==> src/rtl/mux_rr_arbiter.sv <==
// Round-robin arbiter that muxes up to N valid/ready requesters onto one registered
// output beat. A grant stays locked to its owner until that owner's last beat is accepted.
module mux_rr_arbiter #(
  parameter int N     = 16,
  parameter int W     = 8,
  parameter int SEL_W = 4
) (
  input  logic             clk,
  input  logic             rst_n,
  input  logic [N-1:0]     req_valid,
  input  logic [N-1:0]     req_last,
  input  logic [N*W-1:0]   req_data,
  output logic [N-1:0]     req_ready,
  output logic             out_valid,
  output logic [W-1:0]     out_data,
  output logic             out_last,
  output logic [SEL_W-1:0] out_src,
  input  logic             out_ready,
  output logic             locked
);

  localparam int IW = (N > 1) ? $clog2(N) : 1;

  typedef enum logic {ARB, LOCKED} state_t;

  state_t         state_q, state_d;
  logic [IW-1:0]  ptr_q, ptr_nxt, owner_q, gnt_idx;
  logic           found, accept, load_en;
  logic [W-1:0]   data_arr [N];

  logic           vld_p1;
  logic [W-1:0]   data_p1;
  logic           last_p1;
  logic [SEL_W-1:0] src_p1;

  for (genvar i = 0; i < N; i++) begin : g_unpack
    assign data_arr[i] = req_data[i*W +: W];
  end

  // Stage p0: grant selection, combinational accept strobe
  always_comb begin
    found   = 1'b0;
    gnt_idx = '0;
    if (state_q == LOCKED) begin
      found   = req_valid[owner_q];
      gnt_idx = owner_q;
    end else begin
      // Walk downward so the candidate closest to ptr overwrites the others.
      for (int k = N - 1; k >= 0; k--) begin
        if (req_valid[IW'((int'(ptr_q) + k) % N)]) begin
          found   = 1'b1;
          gnt_idx = IW'((int'(ptr_q) + k) % N);
        end
      end
    end
  end

  assign load_en   = !vld_p1 || out_ready;
  assign accept    = rst_n && load_en && found;
  assign req_ready = accept ? (N'(1) << gnt_idx) : '0;
  assign ptr_nxt   = (gnt_idx == IW'(N - 1)) ? '0 : gnt_idx + 1'b1;

  always_comb begin
    state_d = state_q;
    if (accept) begin
      case (state_q)
        ARB:     if (!req_last[gnt_idx]) state_d = LOCKED;
        LOCKED:  if (req_last[gnt_idx])  state_d = ARB;
        default: state_d = ARB;
      endcase
    end
  end

  // Stage p1: registered output beat
  always_ff @(posedge clk or negedge rst_n) begin
    if (!rst_n) begin
      state_q <= ARB;
      ptr_q   <= '0;
      owner_q <= '0;
      vld_p1  <= 1'b0;
      data_p1 <= '0;
      last_p1 <= 1'b0;
      src_p1  <= '0;
    end else begin
      state_q <= state_d;
      if (load_en) vld_p1 <= accept;
      if (accept) begin
        data_p1 <= data_arr[gnt_idx];
        last_p1 <= req_last[gnt_idx];
        src_p1  <= SEL_W'(gnt_idx);
        ptr_q   <= ptr_nxt;
        owner_q <= gnt_idx;
      end
    end
  end

  assign out_valid = vld_p1;
  assign out_data  = data_p1;
  assign out_last  = last_p1;
  assign out_src   = src_p1;
  assign locked    = (state_q == LOCKED);

endmodule
==> config.mk <==
export PLATFORM = sky130hd
export DESIGN_NAME = mux_rr_arbiter
export DESIGN_NICKNAME = d
export VERILOG_FILES = /design/src/rtl/mux_rr_arbiter.sv
export SDC_FILE = /design/constraint.sdc
export NUM_CORES = 1
export LEC_CHECK = 0
export CORE_MARGIN = 8
export CORE_UTILIZATION = 46
export CTS_CLUSTER_SIZE = 12
export DETAILED_ROUTE_END_ITERATION = 8
export PLACE_DENSITY_LB_ADDON = 0.05
export SYNTH_ARGS = -nofsm -noshare
export SYNTH_HDL_FRONTEND = slang
export SYNTH_SLANG_ARGS = --single-unit
==> constraint.sdc <==
create_clock -name clk -period 8.55 [get_ports clk]
set_clock_uncertainty 0.2 [all_clocks]
set_input_delay 1.71 -clock clk [delete_from_list [all_inputs] [get_ports clk]]
set_output_delay 1.71 -clock clk [all_outputs]
set_load 0.005 [all_outputs]
==> flow_metrics.tcl <==
set metrics [dict create \
    drive_above_1_share 0.0990 \
    cts_tree "yes" \
    slew_viol_final 0 \
    hpwl_um 18200 \
    multi_input_area_mm2 0.00419 \
    h-tree-depth 1 \
    crit_path_max_incr_delay_ps 690 \
    cts_root_buf "clkbuf_8" \
    slew_headroom 0.356 \
    ys.flop_type "dfrtp_1" \
    port_buffers 193 \
    clk_path_buf_depth 2 \
    postCtsSetupBuffers 0 \
    async_flop_share 1.00 \
    die_height_um 120 \
    drc_errors 0 \
    std_cell_rows 38 \
    viasPerCell 6.60 \
    num-nets-final 971 \
    first_pass_iters 5 \
    required_ps 6640 \
    clkTransAtPathRegs_ps 70 \
    num_vias 6192 \
    diodes 0 \
    grt_overflow_total 0 \
    grt_pass1_vias 6145 \
    yosysUniqueCellTypes 89 \
    synth_area_per_cell_um2 7.98 \
    syn_nets 800 \
    cpMaxStageDelayCell "or4_1" \
    hold_path_class "flip-flop to flip-flop" \
    hold_buffers 0 \
    fmax_mhz 126 \
    synth_area_leader_cell "mux2i_1" \
    grt_max_degree 38 \
    cts_resized 0 \
    endpoint_kind "output port" \
    detail-route-antenna-nets 0 \
    die_area_mm2 0.0145 \
    synth_top_area_share 0.166 \
    min_period_over_period 0.928 \
    drv_cap 0 \
    crit_path_max_fanout 7 \
    cts-buffers-inserted 3 \
    place.gp.congestion 0.964 \
    grt_setup_unrepaired "no" \
    yosysWarnings 0 \
    grt.busiest_layer "met2" \
    met2_usage 0.460 \
    grt_antenna_before_repair 0 \
    synth_edf_count 0 \
    fillers 965 \
    setup_tns_ps 0 \
    routed_wl_um 22400 \
    finalSetupViolCount 0 \
    min_period_ps 7940 \
    start_util 0.467 \
    ys_top_cells_by_area "mux2i_1 (17%), mux4_2 (9.9%), dfrtp_1 (9.5%)" \
    synth_area_mm2 0.00501 \
    worst_pin_slew_ps 965 \
    track_usage 0.294 \
    syn_to_final_growth_pct 40.0 \
    crit_path_start_kind "input pin" \
    path_class "input pin to output port" \
    met3_usage 0.0848 \
    hold_viol_final 0 \
    clock-sinks 19 \
    path_cells "clkdlybuf4s50_1 > mux2i_1 > mux4_2 > mux2i_1 > a211o_1 > nor4_1 > or4_1 > nor2b_1 > nand2_1 > nor3_1 > clkdlybuf4s50_1" \
    clkLatencyLatePin_ps 270 \
    final-seq-area_um2 475 \
    cp.arrival_ps 6030 \
    wl_per_cell_um 23.9 \
    grt_pass1_wl_um 34100 \
    synthCells 628 \
    first_iter_violations 842 \
    gr-usage-met1 0.390 \
    yosysSeqAreaShare 0.0948 \
    synth-seq-cells 19 \
    status "finished clean" \
    io_pins 194 \
    core_area_mm2 0.0107 \
    fp.dieW_um 120 \
]
final timing paths:
| path | end | depth (start not counted) | start | slack [ps] |
|---|---|---|---|---|
| worst max register to register | out_data[1]$_DFFE_PN0P_ | 15 | ptr_q[0]$_DFFE_PN0P_ | 2770 |
| worst max-delay path | req_ready[12] | 11 | req_valid[13] | 610 |
| worst min register to register | out_data[7]$_DFFE_PN0P_ | 2 | out_data[7]$_DFFE_PN0P_ | 320 |
| min in group asynchronous | out_src[3]$_DFFE_PN0P_ | 2 | rst_n | 1610 |
| worst min-delay path | out_data[7]$_DFFE_PN0P_ | 2 | out_data[7]$_DFFE_PN0P_ | 320 |
| max in group asynchronous | ptr_q[0]$_DFFE_PN0P_ | 2 | rst_n | 6310 |
cell type report:
cell class	instances	share of cell area
Tap cell	140	0.0250
Inverter	16	0.00927
Sequential cell	19	0.0678
Clock buffer	3	0.00588
Timing Repair Buffer	211	0.295
Clock inverter	1	0.000713
Multi-Input combinational cell	548	0.597
cell families (layout without fill, tap and decap cells):
kind of cell,count (synthesis),count (layout),share of synthesized area
compound gates,187,187,0.280
buf+inv,61,231,0.0699
mux,118,118,0.294
fa+ha+maj,9,9,0.0225
flops,19,19,0.0948
xor+xnor,12,12,0.0240
simple gates,222,222,0.215
metrics by stage:
step | instance area [um2] | setup slack (ps) | hold WS, ps | std cells | util
3_3_place_gp | 6970 | 707 | 287 | 934 | 0.649
4_1_cts | 7020 | 712 | 323 | 938 | 0.653
6_report | 7020 | 612 | 324 | 938 | 0.653
2_1_floorplan | 5010 | 1860 | 289 | 628 | -
5_1_grt | 7020 | 255 | 351 | 938 | 0.653
3_5_place_dp | 6970 | 720 | 302 | 934 | 0.649
sequential cells by signal, indices dropped and copies added (netlist names):
signal,count
locked,1
ptr_q,4
out_last,1
out_data,8
out_valid,1
out_src,4
cell usage in the layout (no fill, tap or decap), types with 4 or more instances in the layout:
| cell type | n |
|---|---|
| nor2b_1 | 9 |
| o21ai_0 | 22 |
| mux2_2 | 11 |
| and2_1 | 10 |
| a32oi_1 | 4 |
| mux4_2 | 22 |
| mux2i_1 | 83 |
| and3_1 | 8 |
| o31ai_1 | 4 |
| nor4_1 | 4 |
| o21a_1 | 4 |
| buf_4 | 18 |
| nor2_1 | 43 |
| o21ai_1 | 8 |
| a2bb2oi_1 | 5 |
| a31oi_1 | 9 |
| xnor2_1 | 8 |
| nand2_1 | 85 |
| nand2b_1 | 8 |
| o211ai_1 | 8 |
| a21oi_1 | 30 |
| a211oi_1 | 13 |
| dfrtp_1 | 19 |
| o22ai_1 | 6 |
| o221ai_1 | 11 |
| o31a_1 | 4 |
| clkdlybuf4s50_1 | 193 |
| ha_1 | 9 |
| nand3_1 | 20 |
| a221oi_1 | 8 |
| inv_1 | 11 |
| nor3_1 | 15 |
synthesized netlist by cell type, types with 5 or more instances:
cell and number:
mux2i_1 83, dfrtp_1 19, clkbuf_1 16, xnor2_1 8, nand3_1 20, o211ai_1 8, ha_1 9, a221oi_1 8
nor2_1 43, and3_1 8, buf_4 6, o21ai_0 22, nor3_1 15, a31oi_1 9, inv_1 11, buf_2 12
a21oi_1 30, nor2b_1 9, and2_1 10, a2bb2oi_1 5, mux2_2 11, a211oi_1 13, nand2_1 85, nand2b_1 8
buf_6 9, o21ai_1 8, o221ai_1 11, mux4_2 22, o22ai_1 6
layer usage:
metal / routed length [um] / vias up / share of wire
met1: 9480 / 3015 / 0.42
li1: - / 2780 / -
met4: 405 / 0 / 0.018
met5: 0 / - / 0
met3: 2330 / 28 / 0.10
met2: 10200 / 369 / 0.45
worst max-delay path, delay by kind of cell:
kind | cells | cell delay, ps
and+or+nand+nor | 5 | 1660
muxes | 3 | 1320
buffers and inverters | 2 | 1100
AOI/OAI and AO/OA | 1 | 230
Power is not shown: default switching activity piles up to over one toggle a cycle in this logic, so the estimate is an artifact.
